[src/rtl/hazard_ctrl_if.sv]
// Pipeline hazard control bus: pipeline-register fields and events into the
// hazard unit, stage enables/flushes and status counters back out.
interface hazard_ctrl_if #(
  parameter int CNT_W = 16
);
  logic [1:0]       idexMemRead;
  logic [4:0]       idexWriteReg;
  logic [4:0]       ifidRs;
  logic [4:0]       ifidRt;
  logic             ifidUsesRt;
  logic             jump;
  logic             branchTaken;
  logic             memBusy;
  logic             pcWrite;
  logic             ifidWrite;
  logic             ifidFlush;
  logic             idexWrite;
  logic             idexFlush;
  logic             memTimeout;
  logic [CNT_W-1:0] stallCount;
  logic [CNT_W-1:0] flushCount;

  modport master (
    output idexMemRead, idexWriteReg, ifidRs, ifidRt, ifidUsesRt,
           jump, branchTaken, memBusy,
    input  pcWrite, ifidWrite, ifidFlush, idexWrite, idexFlush,
           memTimeout, stallCount, flushCount
  );

  modport slave (
    input  idexMemRead, idexWriteReg, ifidRs, ifidRt, ifidUsesRt,
           jump, branchTaken, memBusy,
    output pcWrite, ifidWrite, ifidFlush, idexWrite, idexFlush,
           memTimeout, stallCount, flushCount
  );
endinterface

[src/rtl/hazard_ctrl.sv]
// Pipeline hazard unit: load-use stall, branch/jump flush and memory-wait hold,
// with a sticky memory timeout flag and saturating stall/flush event counters.
module hazard_ctrl #(
  parameter int TIMEOUT = 255,
  parameter int CNT_W   = 16
) (
  input  logic         clk,
  input  logic         rst,
  hazard_ctrl_if.slave hz
);

  typedef enum logic [0:0] {
    RUN      = 1'b0,
    MEM_WAIT = 1'b1
  } state_t;

  localparam logic [7:0] TMO_LIMIT = 8'(TIMEOUT);

  state_t           state_r;
  state_t           state_nxt_s;
  logic [7:0]       wait_cnt_r;
  logic [7:0]       wait_cnt_nxt_s;
  logic             timeout_r;
  logic [CNT_W-1:0] stall_cnt_r;
  logic [CNT_W-1:0] flush_cnt_r;
  logic             load_use_s;
  logic             stall_inc_s;
  logic             flush_inc_s;
  logic             timeout_set_s;

  assign load_use_s = (hz.idexMemRead != 2'd0) && (hz.idexWriteReg != 5'd0) &&
                      ((hz.idexWriteReg == hz.ifidRs) ||
                       (hz.ifidUsesRt && (hz.idexWriteReg == hz.ifidRt)));

  assign timeout_set_s = hz.memBusy && (state_r == MEM_WAIT) && (wait_cnt_r >= TMO_LIMIT);

  // Next-state and stage controls; reset forces every enable and flush low at once.
  always_comb begin
    hz.pcWrite     = 1'b1;
    hz.ifidWrite   = 1'b1;
    hz.ifidFlush   = 1'b0;
    hz.idexWrite   = 1'b1;
    hz.idexFlush   = 1'b0;
    stall_inc_s    = 1'b0;
    flush_inc_s    = 1'b0;
    state_nxt_s    = RUN;
    wait_cnt_nxt_s = 8'd0;
    if (rst) begin
      hz.pcWrite   = 1'b0;
      hz.ifidWrite = 1'b0;
      hz.idexWrite = 1'b0;
    end else if (hz.memBusy) begin
      hz.pcWrite   = 1'b0;
      hz.ifidWrite = 1'b0;
      hz.idexWrite = 1'b0;
      stall_inc_s  = 1'b1;
      state_nxt_s  = MEM_WAIT;
      case (state_r)
        RUN:      wait_cnt_nxt_s = 8'd1;
        MEM_WAIT: wait_cnt_nxt_s = (wait_cnt_r == 8'hFF) ? 8'hFF : wait_cnt_r + 8'd1;
        default:  wait_cnt_nxt_s = 8'd1;
      endcase
    end else if (hz.branchTaken) begin
      // A taken branch squashes both younger stages, so any load-use stall is moot.
      hz.ifidFlush = 1'b1;
      hz.idexFlush = 1'b1;
      flush_inc_s  = 1'b1;
    end else if (load_use_s) begin
      hz.pcWrite   = 1'b0;
      hz.ifidWrite = 1'b0;
      hz.idexFlush = 1'b1;
      stall_inc_s  = 1'b1;
    end else if (hz.jump) begin
      hz.ifidFlush = 1'b1;
      flush_inc_s  = 1'b1;
    end else begin
      hz.ifidFlush = 1'b0;
    end
  end

  // FSM state and memory-wait counter.
  always_ff @(posedge clk or posedge rst) begin
    if (rst) begin
      state_r    <= RUN;
      wait_cnt_r <= 8'd0;
    end else begin
      state_r    <= state_nxt_s;
      wait_cnt_r <= wait_cnt_nxt_s;
    end
  end

  // Sticky timeout flag and saturating event counters.
  always_ff @(posedge clk or posedge rst) begin
    if (rst) begin
      timeout_r   <= 1'b0;
      stall_cnt_r <= '0;
      flush_cnt_r <= '0;
    end else begin
      if (timeout_set_s) begin
        timeout_r <= 1'b1;
      end
      if (stall_inc_s && (stall_cnt_r != '1)) begin
        stall_cnt_r <= stall_cnt_r + CNT_W'(1);
      end
      if (flush_inc_s && (flush_cnt_r != '1)) begin
        flush_cnt_r <= flush_cnt_r + CNT_W'(1);
      end
    end
  end

  assign hz.memTimeout = timeout_r;
  assign hz.stallCount = stall_cnt_r;
  assign hz.flushCount = flush_cnt_r;

endmodule

[src/flat_wrapper.sv]
// flat-port wrapper written by rule: the top's interface ports become plain ports
module hazard_ctrl_flat 
#(
  parameter int TIMEOUT = 255,
  parameter int CNT_W   = 16
)
  (clk, rst, hz_idexMemRead, hz_idexWriteReg, hz_ifidRs, hz_ifidRt, hz_ifidUsesRt, hz_jump, hz_branchTaken, hz_memBusy, hz_pcWrite, hz_ifidWrite, hz_ifidFlush, hz_idexWrite, hz_idexFlush, hz_memTimeout, hz_stallCount, hz_flushCount);
  hazard_ctrl_if #(.CNT_W(CNT_W)) hz_i ();
  input  logic clk;
  input  logic rst;
  input wire logic [$bits(hz_i.idexMemRead)-1:0] hz_idexMemRead;
  input wire logic [$bits(hz_i.idexWriteReg)-1:0] hz_idexWriteReg;
  input wire logic [$bits(hz_i.ifidRs)-1:0] hz_ifidRs;
  input wire logic [$bits(hz_i.ifidRt)-1:0] hz_ifidRt;
  input wire logic [$bits(hz_i.ifidUsesRt)-1:0] hz_ifidUsesRt;
  input wire logic [$bits(hz_i.jump)-1:0] hz_jump;
  input wire logic [$bits(hz_i.branchTaken)-1:0] hz_branchTaken;
  input wire logic [$bits(hz_i.memBusy)-1:0] hz_memBusy;
  output wire logic [$bits(hz_i.pcWrite)-1:0] hz_pcWrite;
  output wire logic [$bits(hz_i.ifidWrite)-1:0] hz_ifidWrite;
  output wire logic [$bits(hz_i.ifidFlush)-1:0] hz_ifidFlush;
  output wire logic [$bits(hz_i.idexWrite)-1:0] hz_idexWrite;
  output wire logic [$bits(hz_i.idexFlush)-1:0] hz_idexFlush;
  output wire logic [$bits(hz_i.memTimeout)-1:0] hz_memTimeout;
  output wire logic [$bits(hz_i.stallCount)-1:0] hz_stallCount;
  output wire logic [$bits(hz_i.flushCount)-1:0] hz_flushCount;
  assign hz_i.idexMemRead = hz_idexMemRead;
  assign hz_i.idexWriteReg = hz_idexWriteReg;
  assign hz_i.ifidRs = hz_ifidRs;
  assign hz_i.ifidRt = hz_ifidRt;
  assign hz_i.ifidUsesRt = hz_ifidUsesRt;
  assign hz_i.jump = hz_jump;
  assign hz_i.branchTaken = hz_branchTaken;
  assign hz_i.memBusy = hz_memBusy;
  assign hz_pcWrite = hz_i.pcWrite;
  assign hz_ifidWrite = hz_i.ifidWrite;
  assign hz_ifidFlush = hz_i.ifidFlush;
  assign hz_idexWrite = hz_i.idexWrite;
  assign hz_idexFlush = hz_i.idexFlush;
  assign hz_memTimeout = hz_i.memTimeout;
  assign hz_stallCount = hz_i.stallCount;
  assign hz_flushCount = hz_i.flushCount;
  hazard_ctrl #(.TIMEOUT(TIMEOUT), .CNT_W(CNT_W)) u_core (.clk(clk), .rst(rst), .hz(hz_i));
endmodule
[config.mk]
export PLATFORM = sky130hd
export DESIGN_NAME = hazard_ctrl_flat
export DESIGN_NICKNAME = d
export VERILOG_FILES = /design/src/rtl/hazard_ctrl_if.sv /design/src/rtl/hazard_ctrl.sv /design/src/flat_wrapper.sv
export SDC_FILE = /design/constraint.sdc
export NUM_CORES = 1
export LEC_CHECK = 0
export BUFFER_PORTS_ARGS = -buffer_cell sky130_fd_sc_hd__buf_4
export CAP_MARGIN = 20
export CORE_MARGIN = 2
export CORE_UTILIZATION = 30
export DETAILED_ROUTE_END_ITERATION = 10
export PLACE_DENSITY = 0.54
export SYNTH_ARGS = -nofsm -noshare
export SYNTH_HDL_FRONTEND = slang
export SYNTH_SLANG_ARGS = --single-unit
[constraint.sdc]
create_clock -name clk -period 3.6 [get_ports clk]
set_input_delay 0.54 -clock clk [delete_from_list [all_inputs] [get_ports clk]]
set_output_delay 0.54 -clock clk [all_outputs]
set_load 0.02 [all_outputs]
==> impl_summary.txt, run 1 <==
----------------------------------------------------
[Run status]
  Run status ... completed

[Global routing]
  Total grt overflow ... 0
  Vias in the first global route ... 1857
  Overall routing resource usage ... 0.1336
  GR Util met3 ... 0.03088
  Antenna violations before repair ... 0
  GRT met1 Usage ... 0.1735
  Wire length of the first global-routing pass ... 8990 um
  Largest net degree at the start of global routing ... 43
  Global-route layer with the greatest usage ... met2
  Global-route met2 utilization ... 0.2183

[STA]
  Final worst-path cycle share ... 0.7435
  Final worst slack ... 0.9235 ns
  Number of setup violations in the final report ... 0
  RSZ-0062 raised after global routing ... false
  Slew Limit Fails ... 0
  Slew at the pin closest to its max-slew limit ... 0.6768 ns
  Max-Slew Margin vs Limit ... 0.5446
  Minimum clock period after layout ... 2.676 ns
  Number of endpoints with negative hold slack in the final report ... 0
  Setup TNS ... 0 ns
  Maximum clock frequency ... between 0.3 and 0.4 GHz
  Worst Skew ... around 0.0032 ns

[Setup path]
  Worst-path maximum fanout ... 5
  Critical Path Start Type ... primary input
  Critical Path, Cell by Cell ... buf_4, or4_4, o22a_4, and3_4, nor3_1, buf_4
  Crit-path slowest cell ... sky130_fd_sc_hd__or4_4
  Slowest stage delay, CP ... 0.54 ns
  Required time worst endpoint ... 3.06 ns
  Startpoint-to-endpoint class of the critical path ... primary input to output pin
  Crit path capture type ... output pin
  Critical Path Most Common Cell ... sky130_fd_sc_hd__buf_4
  Critical Path AT ... 2.14 ns

[Routing]
  Remaining antenna violation count after routing ... 0
  Total via count in the routed design ... about 1800
  Pre-Repair DR Iteration Count ... 5
  Total routed wirelength ... about 5100 um
  Average wire per standard cell ... about 13 um
  Vias per cell ... 4.801
  Detailed router's first-iteration violation count ... 81
  Drc violations ... 0

[Cells and area]
  Final Non-Filler Cells ... 381
  Combined area of the multi-input logic cells ... 1156 um2
  Number of nets in the layout ... around 300
  Area added between synthesis and finish ... 28.34%
  Fraction of final layout cells with drive strength greater than 1 ... 0.2801
  Antenna cells ... 0
  Layout filler cell count ... 747
  Flip-flop and latch area ... 1051 um2

[Synthesis]
  Most used flip-flop cell after synthesis ... sky130_fd_sc_hd__dfrtp_1
  Post-synthesis cell area ... ~2300 um2
  Sequential area share after synthesis ... 0.4659
  Synthesized area per cell ... 10.35 um2
  FF+latch count, synth ... 42
  Number of instances in the synthesized netlist ... 218
  Distinct cell type count of the synthesized netlist ... 44
  Synthesized net count ... 244
  Number of synthesized flops with an enable pin ... 0
  Asr flop ratio synth ... 1.000
  Synthesis Warnings ... 0

[Clock network]
  Post-CTS Setup Bufs ... 0
  Number of buffers added by the clock tree synthesis step ... 5
  Clock tree root driver cell ... sky130_fd_sc_hd__clkbuf_8
  Post-CTS sizing ... 0
  CTS H-tree depth ... 2
  Clk slew on worst S/H paths ... 0.07 ns
  Clock latency reported for the late side of the worst-skew pair ... 0.29 ns
  Hold-fix buffer count after cts ... 0
  TritonCTS clock tree ... done
  Number of sinks handled by clock tree synthesis ... 42
  Maximum buffer depth of the clock tree ... 2

[Power]
  Share of total power in sequential cells ... 0.482
  Net switching power of the design ... 0.4551 mW
  Fraction of power consumed by the clock network ... 0.220
  Cell area power density ... around 450 nW/um2
  IR drop worst, VDD ... 0.0001189 V
  Internal cell power ... 0.8412 mW
  Switching share of power ... 0.3511
  Part of the power in combinational logic ... 0.298
  Static power due to leakage ... 1.303 nW

[Floorplanning]
  Num rows ... 31
  Number of placed I/O pins ... 61
  Die ar. ... ~8200 um2
  Horizontal die dimension ... 90.72 um
  Initial core utilization ... 0.3110
  Die height ... 90.72 um
  Core region area ... between 7000 and 8000 um2

[Place]
  Final HPWL from detailed placement ... 3837 um
  # port buffers ... 60
  Weighted congestion reported at the end of routability-driven placement ... 0.7443
  Placed Instances ... about 370
  Pre-CTS setup slack ... 0.8986 ns

[Worst hold path]
  Worst Hold Class ... primary input to async pin

[Flow run]
  Max-capacitance violation count ... 0

----------------------------------------------------
## per-layer routing
layer,wire [um],share of wire,up-vias
met5,0,0,-
met4,83,0.016,0
met3,249,0.049,6
met2,2401,0.47,45
met1,2355,0.46,878
li1,-,-,900
## registers in the layout (all words and copies together), names as in the netlist
signal	flops
u_core.hz.flushCount	16
u_core.hz.memTimeout	1
u_core.hz.stallCount	16
u_core.state_r	1
u_core.wait_cnt_r	8
## through the flow
step,utilization,hold slack [ns],cell area [um2],total power [mW]
final,0.3992,0.4569,2895,1.296
after global placement,0.3886,0.4814,2819,1.024
after floorplan,-,0.5330,2256,0.8437
after global routing,0.3992,0.5201,2895,1.379
after CTS,0.3992,0.4784,2895,1.320
after detailed placement,0.3886,0.4861,2819,1.027
## cells in the final DEF, fill, tap and decap left out, drive strengths merged, types with 3 or more instances in the layout
cell type / netlist / routed
nand4: 6 / 6
inv: 6 / 6
nor3: 13 / 13
a21oi: 4 / 4
nand3: 17 / 17
clkbuf: 2 / 7
xor2: 16 / 16
nor4: 4 / 4
and3: 7 / 7
nor2: 13 / 13
xnor2: 27 / 27
dfrtp: 42 / 42
nand2: 22 / 22
o211ai: 4 / 4
ha: 3 / 3
buf: 3 / 62
and4: 3 / 3
## final timing paths
check                      slack, ns  cells after the start                       end                startpoint
max                             0.92                      6              hz_ifidWrite        hz_idexWriteReg[0]
min                             0.46                      3  u_core.hz.stallCount[14]                       rst
max reg2reg                     1.19                      7   u_core.hz.stallCount[1]   u_core.hz.stallCount[0]
min reg2reg                     0.49                      1  u_core.hz.flushCount[14]  u_core.hz.flushCount[14]
max in group asynchronous       2.77                      3  u_core.hz.flushCount[14]                       rst
min in group clk                0.49                      1  u_core.hz.flushCount[14]  u_core.hz.flushCount[14]
## critical path: cells and delay by family
| kind | cells | cell delay [ns] |
|---|---|---|
| simple gates | 3 | 1.02 |
| buf+inv | 2 | 0.34 |
| compound gates | 1 | 0.23 |
## synthesized netlist by cell type, types with 2 or more instances
cell type / number / area share
sky130_fd_sc_hd__nand2_1: 22 / 0.037
sky130_fd_sc_hd__a21oi_1: 4 / 0.0089
sky130_fd_sc_hd__xnor2_1: 27 / 0.10
sky130_fd_sc_hd__and3_1: 6 / 0.017
sky130_fd_sc_hd__nand3_1: 17 / 0.038
sky130_fd_sc_hd__nor2_1: 13 / 0.022
sky130_fd_sc_hd__nand4_1: 6 / 0.017
sky130_fd_sc_hd__mux2_1: 2 / 0.010
sky130_fd_sc_hd__clkbuf_1: 2 / 0.0033
sky130_fd_sc_hd__nor2b_1: 2 / 0.0055
sky130_fd_sc_hd__nor3_1: 13 / 0.029
sky130_fd_sc_hd__inv_1: 6 / 0.010
sky130_fd_sc_hd__o21a_1: 2 / 0.0067
sky130_fd_sc_hd__buf_4: 2 / 0.0067
sky130_fd_sc_hd__xor2_1: 16 / 0.062
sky130_fd_sc_hd__o211ai_1: 4 / 0.013
sky130_fd_sc_hd__dfrtp_1: 42 / 0.47
sky130_fd_sc_hd__nor4_1: 2 / 0.0055
sky130_fd_sc_hd__ha_1: 3 / 0.017
sky130_fd_sc_hd__and4_1: 3 / 0.012
## cell families after synthesis
group,share of synthesized area
XOR/XNOR,0.1669
AO/OA/AOI/OAI,0.09983
adder cells (fa/ha/maj),0.01664
flip-flops,0.4659
AND/OR/NAND/NOR,0.2191
buffers and inverters,0.02163
multiplexers,0.009983
## power groups by stage
stage,sequential (mW),clock [mW],combinational (mW)
CTS,0.626,0.300,0.394
finish,0.624,0.285,0.387
global placement,0.634,0,0.390
floorplan,0.692,0,0.151
detailed placement,0.634,0,0.393
global route,0.641,0.318,0.420
## cell type report
type                       instances  share of cell area
timing repair buffer              62              0.1608
inverter                           6            0.007779
multi-input combinational        165              0.3993
tap                               99             0.04278
clock buffer                       7             0.02636
sequential                        42              0.3630
(Power assumes the default switching activity.)
==> inputs of run 2 (changes only) <==
--- a/config.mk
+++ b/config.mk
@@ -10,7 +10,7 @@
 export CORE_MARGIN = 2
 export CORE_UTILIZATION = 30
 export DETAILED_ROUTE_END_ITERATION = 10
-export PLACE_DENSITY = 0.54
+export PLACE_DENSITY = 0.55
 export SYNTH_ARGS = -nofsm -noshare
 export SYNTH_HDL_FRONTEND = slang
 export SYNTH_SLANG_ARGS = --single-unit
==> constraint.sdc (replaced) <==
create_clock -name clk -period 2.4 [get_ports clk]
set_input_delay 0.36 -clock clk [delete_from_list [all_inputs] [get_ports clk]]
set_output_delay 0.36 -clock clk [all_outputs]
set_load 0.02 [all_outputs]
==> run 2 against run 1 <==
Worst hold slack got worse by 0.18 ns. Clock skew rose by 0.0039 ns. Non-clock buffer count rose by 5. Total power rose by 55%. Sequential share of layout area fell by 0.78 points. Clock power rose by 67%. Critical endpoint unchanged. Highest routed layer unchanged.
==> impl_summary.txt, run 2 (same netlist as run 1, synthesis figures left out) <==
----------------------------------------------------
[Run status]
  Run status ... completed (unchanged)

[Clock network]
  Number of sinks handled by clock tree synthesis ... 42 (unchanged)
  Hold-fix buffer count after cts ... 0 (unchanged)
  Clock tree root driver cell ... sky130_fd_sc_hd__clkbuf_8 (unchanged)
  Maximum buffer depth of the clock tree ... 2 (unchanged)
  Clk slew on worst S/H paths ... 0.08 ns (was 0.07 ns)
  TritonCTS clock tree ... done (unchanged)
  CTS H-tree depth ... 2 (unchanged)
  Clock latency reported for the late side of the worst-skew pair ... 0.29 ns (about the same)
  Number of buffers added by the clock tree synthesis step ... 5 (unchanged)

[Floorplanning]
  Core region area ... 7253 um2 (unchanged)
  Number of placed I/O pins ... 61 (unchanged)
  Num rows ... 31 (unchanged)
  Die height ... 90.72 um (unchanged)
  Die ar. ... 8229 um2 (unchanged)
  Initial core utilization ... 0.3110 (unchanged)
  Horizontal die dimension ... 90.72 um (unchanged)

[Global routing]
  Largest net degree at the start of global routing ... 43 (unchanged)
  Overall routing resource usage ... 0.1326 (was 0.1336)
  Antenna violations before repair ... 0 (unchanged)
  Wire length of the first global-routing pass ... 8942 um (was 8990 um)
  Total grt overflow ... 0 (unchanged)
  Vias in the first global route ... 1903 (was 1857)

[STA]
  Setup TNS ... 0 ns (unchanged)
  Maximum clock frequency ... roughly 0.46 GHz
  Number of endpoints with negative hold slack in the final report ... 0 (unchanged)
  Slew Limit Fails ... 0 (unchanged)
  Worst Skew ... 0.007080 ns (was 0.003155 ns)
  RSZ-0062 raised after global routing ... false (unchanged)
  Number of setup violations in the final report ... 0 (unchanged)
  Slew at the pin closest to its max-slew limit ... 0.5454 ns (was 0.6768 ns)
  Max-Slew Margin vs Limit ... 0.6364 (was 0.5446)
  Minimum clock period after layout ... 2.191 ns
  Final worst-path cycle share ... 0.9127

[Power]
  IR drop worst, VDD ... 0.0002723 V (was 0.0001189 V)
  Static power due to leakage ... 1.339 nW (was 1.303 nW)
  Cell area power density ... 680.6 nW/um2 (was 447.7 nW/um2)

[Routing]
  Total routed wirelength ... 5167 um (was 5090 um)
  Vias per cell ... 4.760 (was 4.801)
  Post-route met1 wirelength ... 2390 um (was 2355 um)
  Met2 Routed Length ... 2449 um (was 2401 um)
  Total via count in the routed design ... 1842 (was 1829)
  Remaining antenna violation count after routing ... 0 (unchanged)
  Detailed router's first-iteration violation count ... 90 (was 81)
  Top layer used by detailed routing ... met4 (unchanged)
  Average wire per standard cell ... 13.35 um (was 13.36 um)
  Total length of routed met3 wires ... 261 um (was 249 um)
  Drc violations ... 0 (unchanged)
  Pre-Repair DR Iteration Count ... 4 (was 5)

[Setup path]
  Critical Path Most Common Cell ... sky130_fd_sc_hd__buf_4 (unchanged)
  Slowest stage delay, CP ... 0.54 ns (about the same)
  Crit-path slowest cell ... sky130_fd_sc_hd__or4_4 (unchanged)
  Required time worst endpoint ... 2.04 ns (was 3.06 ns)
  Register-to-register path setup slack ... 0.22 ns (was 1.19 ns)
  Worst-path maximum fanout ... 5 (unchanged)
  CP Buf/Inv Count ... 2 (unchanged)
  Worst path top cell family by delay ... simple AND/OR/NAND/NOR gates (unchanged)
  Crit path capture type ... output pin (unchanged)
  Startpoint-to-endpoint class of the critical path ... primary input to output pin (unchanged)
  Critical Path AT ... 1.83 ns (was 2.14 ns)
  Critical Path Start Type ... primary input (unchanged)
  Critical Path, Cell by Cell ... buf_4, or4_4, o22a_4, and3_4, nor3_2, buf_4 (was buf_4, or4_4, o22a_4, and3_4, nor3_1, buf_4)

[Cells and area]
  Fraction of final layout cells with drive strength greater than 1 ... 0.3056 (was 0.2801)
  Most used cells in the layout excluding fill and tap cells ... sky130_fd_sc_hd__buf_4, sky130_fd_sc_hd__dfrtp_1, sky130_fd_sc_hd__xnor2_1 (unchanged)
  Layout filler cell count ... 754 (was 747)
  Antenna cells ... 0 (unchanged)
  Area added between synthesis and finish ... 31.17% (was 28.34%)
  Combined area of the multi-input logic cells ... 1167 um2 (was 1156 um2)
  Flip-flop and latch area ... 1051 um2 (unchanged)
  Number of nets in the layout ... 313 (was 308)
  Area of all placed cells without fillers ... 2959 um2 (was 2895 um2)
  Most common cell after layout, fill and taps aside ... sky130_fd_sc_hd__buf_4 (unchanged)

[Place]
  Final HPWL from detailed placement ... 3932 um (was 3837 um)
  Cell area after placement ... 2861 um2 (was 2819 um2)
  Weighted congestion reported at the end of routability-driven placement ... 0.7451 (was 0.7443)
  # port buffers ... 60 (unchanged)

[Flow run]
  Max-capacitance violation count ... 0 (unchanged)

[Worst hold path]
  Worst Hold Class ... primary input to async pin (unchanged)

----------------------------------------------------
[run 2: cell types whose count changed in the layout (fill, tap and decap cells not counted), sizes merged]
cell	delta
buf	+5
clkinv	+1
[run 2: where the power goes]
group	switching, mW	total [mW]	internal (mW)	leakage [nW]
Combinational	0.338	0.608	0.271	0.735
Sequential	0.126	0.930	0.804	0.555
Clock	0.243	0.476	0.232	0.0482
Total	0.707	2.01	1.31	1.34
[run 2: cell type report]
type / instances / share of cell area
Clock buffer: 7 / 0.02918
Sequential cell: 42 / 0.3552
Multi-Input combinational cell: 165 / 0.3945
Tap cell: 99 / 0.04186
Inverter: 6 / 0.007611
Clock inverter: 1 / 0.001691
Timing Repair Buffer: 67 / 0.1700
[run 2: worst paths after layout]
| path | startpoint | to | depth (start not counted) |
|---|---|---|---|
| min | rst | u_core.hz.flushCount[6] | 3 |
| max | hz_idexWriteReg[0] | hz_ifidWrite | 6 |
| max in group asynchronous | rst | u_core.hz.stallCount[7] | 3 |
| min in group clk | hz_memBusy | u_core.hz.memTimeout | 2 |
| max reg2reg | u_core.hz.stallCount[0] | u_core.hz.stallCount[7] | 9 |
| min reg2reg | u_core.hz.flushCount[14] | u_core.hz.flushCount[14] | 1 |
[run 2: through the flow]
stage	hold WS [ns]	setup slack, ns	instances	util	power (mW)
6_report	0.2812	0.2094	387	0.4080	2.014
3_3_place_gp	0.4831	0.1987	379	0.3945	1.545
4_1_cts	0.2961	0.1650	387	0.4071	2.037
3_5_place_dp	0.4877	0.1795	379	0.3945	1.556
5_1_grt	0.3502	0.005211	387	0.4080	2.127
2_1_floorplan	0.5120	0.1893	218	-	1.266
[run 2: per-layer routing]
layer	global-route usage	up-vias
li1	-	910
met1	0.1726	889
met2	0.2152	38
met3	0.03088	5
met4	0.04744	0
met5	0	-
[run 2: worst min-delay path: cells and delay by family]
kind | cells | cell delay, ns
buf+inv | 3 | 0.67
[run 2: timing repair]
| action | 4_1_cts | 5_1_grt |
|---|---|---|
| buffers inserted | 0 | 0 |
| resized for setup | 0 | 1 |
| endpoints found under the setup margin | 0 | 1 |
==> inputs of run 3 (changes only) <==
--- a/config.mk
+++ b/config.mk
@@ -10,7 +10,6 @@
 export CORE_MARGIN = 2
 export CORE_UTILIZATION = 30
 export DETAILED_ROUTE_END_ITERATION = 10
-export PLACE_DENSITY = 0.55
 export SYNTH_ARGS = -nofsm -noshare
 export SYNTH_HDL_FRONTEND = slang
 export SYNTH_SLANG_ARGS = --single-unit
==> run 3 against run 2 <==
Die area stayed put. Sequential share of layout area barely moved. Global-route usage shrank 0.75 points. Combinational power shrank 2%. Fmax shrank 1.2%. Via count fell by 1.3%. Clock power is essentially flat. First-iteration DRC count shrank 27%. Highest routed layer unchanged. Largest power group unchanged. Register-to-register slack improved by 0.02 ns. Final cell count stayed put. Non-clock buffer count did not move.
==> impl_summary.txt, run 3 (same netlist as run 1, synthesis figures left out) <==
----------------------------------------------------
[Routing]
  Drc violations ... 0 (unchanged)
  Remaining antenna violation count after routing ... 0 (unchanged)
  Pre-Repair DR Iteration Count ... 4 (unchanged)
  Total via count in the routed design ... 1818 (was 1842)
  Detailed router's first-iteration violation count ... 66 (was 90)
  Vias per cell ... 4.698 (was 4.760)
  Total routed wirelength ... 4951 um (was 5167 um)
  Average wire per standard cell ... 12.79 um (was 13.35 um)

[Setup path]
  CP Buf/Inv Count ... 2 (unchanged)
  Critical Path Most Common Cell ... sky130_fd_sc_hd__buf_4 (unchanged)
  Crit path capture ... hz_ifidWrite (unchanged)
  Critical Path AT ... 1.86 ns (was 1.83 ns)
  FF-to-FF End ... u_core.hz.stallCount[1] (was u_core.hz.stallCount[7])
  Worst reg2reg path depth ... 8 (was 9)
  Launching element of the worst setup path ... hz_idexWriteReg[0] (unchanged)
  Startpoint-to-endpoint class of the critical path ... primary input to output pin (unchanged)
  Origin of the critical flop-to-flop path ... u_core.hz.stallCount[0] (unchanged)
  Critical Path, Cell by Cell ... buf_4, or4_4, o22a_4, and3_4, nor3_2, buf_4 (unchanged)
  Register-to-register path setup slack ... 0.24 ns (was 0.22 ns)
  Critical Path Start Type ... primary input (unchanged)
  Crit-path slowest cell ... sky130_fd_sc_hd__or4_4 (unchanged)
  Logic depth of the worst setup path including buffers ... 6 (unchanged)
  Slowest stage delay, CP ... 0.54 ns (about the same)
  Worst-path maximum fanout ... 5 (unchanged)
  Crit path capture type ... output pin (unchanged)
  Required time worst endpoint ... 2.04 ns (about the same)
  Worst path top cell family by delay ... simple AND/OR/NAND/NOR gates (unchanged)

[STA]
  Slew at the pin closest to its max-slew limit ... 0.5291 ns (was 0.5454 ns)
  RSZ-0062 raised after global routing ... false (unchanged)
  Max-Slew Margin vs Limit ... 0.6473 (was 0.6364)
  Setup TNS ... 0 ns (unchanged)
  Maximum clock frequency ... 0.4509 GHz (was 0.4565 GHz)
  Number of setup violations in the final report ... 0 (unchanged)
  Minimum clock period after layout ... 2.218 ns (was 2.191 ns)
  Number of endpoints with negative hold slack in the final report ... 0 (unchanged)
  Slew Limit Fails ... 0 (unchanged)
  Final worst slack ... 0.1823 ns (was 0.2094 ns)
  Final worst-path cycle share ... 0.9240 (was 0.9127)
  Worst Skew ... 0.008012 ns (was 0.007080 ns)

[Cells and area]
  Number of nets in the layout ... 313 (unchanged)
  Layout filler cell count ... 735 (was 754)
  Area added between synthesis and finish ... 31.34% (was 31.17%)
  Most used cells in the layout excluding fill and tap cells ... sky130_fd_sc_hd__buf_4, sky130_fd_sc_hd__dfrtp_1, sky130_fd_sc_hd__xnor2_1 (unchanged)
  Antenna cells ... 0 (unchanged)
  Fraction of final layout cells with drive strength greater than 1 ... 0.3090 (was 0.3056)
  Most common cell after layout, fill and taps aside ... sky130_fd_sc_hd__buf_4 (unchanged)

[Clock network]
  Number of buffers added by the clock tree synthesis step ... 5 (unchanged)
  Post-CTS sizing ... 0 (unchanged)
  TritonCTS clock tree ... done (unchanged)
  Post-CTS Setup Bufs ... 0 (unchanged)
  Clock tree root driver cell ... sky130_fd_sc_hd__clkbuf_8 (unchanged)
  Hold-fix buffer count after cts ... 0 (unchanged)
  Number of sinks handled by clock tree synthesis ... 42 (unchanged)
  Clk slew on worst S/H paths ... 0.08 ns (about the same)
  CTS H-tree depth ... 2 (unchanged)
  Clock latency reported for the late side of the worst-skew pair ... 0.29 ns (about the same)
  Maximum buffer depth of the clock tree ... 2 (unchanged)

[Floorplanning]
  Core region area ... 7253 um2 (unchanged)
  Die height ... 90.72 um (unchanged)
  Initial core utilization ... 0.3110 (unchanged)
  Horizontal die dimension ... 90.72 um (unchanged)
  Num rows ... 31 (unchanged)
  Die ar. ... 8229 um2 (unchanged)
  Number of placed I/O pins ... 61 (unchanged)

[Power]
  Cell area power density ... 675.9 nW/um2 (was 680.6 nW/um2)
  Static power due to leakage ... 1.338 nW (was 1.339 nW)
  Total power consumption of the routed design ... 2.003 mW (was 2.014 mW)
  IR drop worst, VDD ... 0.0002466 V (was 0.0002723 V)

[Flow run]
  Max-capacitance violation count ... 0 (unchanged)

[Global routing]
  Vias in the first global route ... 1775 (was 1903)
  Wire length of the first global-routing pass ... 8349 um (was 8942 um)
  Antenna violations before repair ... 0 (unchanged)
  Total grt overflow ... 0 (unchanged)
  Overall routing resource usage ... 0.1251 (was 0.1326)
  Largest net degree at the start of global routing ... 43 (unchanged)

[Place]
  # port buffers ... 60 (unchanged)
  Weighted congestion reported at the end of routability-driven placement ... 0.7543 (was 0.7451)
  Final HPWL from detailed placement ... 3830 um (was 3932 um)
  Pre-CTS setup slack ... 0.1737 ns (was 0.1795 ns)

[Worst hold path]
  Worst Hold Class ... primary input to async pin (unchanged)

[Run status]
  Run status ... completed (unchanged)

----------------------------------------------------
run 3: changes by cell type in the layout (fill, tap and decap cells not counted):
cell                         change
sky130_fd_sc_hd__clkbuf_1        -1
sky130_fd_sc_hd__clkinvlp_4      +1
run 3: worst reg2reg max path, cell delays in order (launching register included):
cell and delay [ns]:
sky130_fd_sc_hd__dfrtp_1 0.40, sky130_fd_sc_hd__ha_1 0.23, sky130_fd_sc_hd__nand4_1 0.13, sky130_fd_sc_hd__nor4_1 0.30
sky130_fd_sc_hd__buf_4 0.18, sky130_fd_sc_hd__nand2_1 0.05, sky130_fd_sc_hd__a22oi_1 0.19, sky130_fd_sc_hd__buf_4 0.22
sky130_fd_sc_hd__mux2_1 0.33
run 3: where the power goes:
part / total [mW] / internal [mW] / switching (mW) / leakage [nW]
Combinational: 0.598 / 0.269 / 0.329 / 0.735
Sequential: 0.930 / 0.804 / 0.127 / 0.555
Clock: 0.475 / 0.231 / 0.243 / 0.0472
Total: 2.00 / 1.30 / 0.699 / 1.34
run 3: layout make-up:
type,instances,area (um2),share of cell area
Clock buffer,6,82.58,0.02787
Clock inverter,2,12.51,0.004223
Inverter,6,22.52,0.007601
Multi-Input combinational cell,165,1167,0.3940
Sequential cell,42,1051,0.3547
Tap cell,99,123.9,0.04181
Timing Repair Buffer,67,503.0,0.1698
run 3: worst min-delay path by stage:
stage	end	cells past startpoint
6_report	u_core.hz.memTimeout	3
3_3_place_gp	u_core.hz.flushCount[14]	1
4_1_cts	u_core.hz.memTimeout	3
5_1_grt	u_core.hz.flushCount[6]	3
3_5_place_dp	u_core.hz.memTimeout	1
2_1_floorplan	u_core.hz.memTimeout	1
run 3: metrics by stage:
stage,std cells,utilization,hold slack [ns],cell area [um2]
floorplan,218,-,0.5120,2261
global placement,379,0.3945,0.4828,2861
detailed placement,379,0.3945,0.4919,2861
CTS,387,0.4076,0.2860,2957
global route,387,0.4085,0.3180,2963
finish,387,0.4085,0.2727,2963
run 3: per-layer routing:
metal / wire, um / global-route usage / vias up
met2: 2345 / 0.1996 / 46
met5: 0 / 0 / -
li1: - / - / 908
met4: 104 / 0.05000 / 0
met1: 2265 / 0.1640 / 855
met3: 236 / 0.02838 / 9
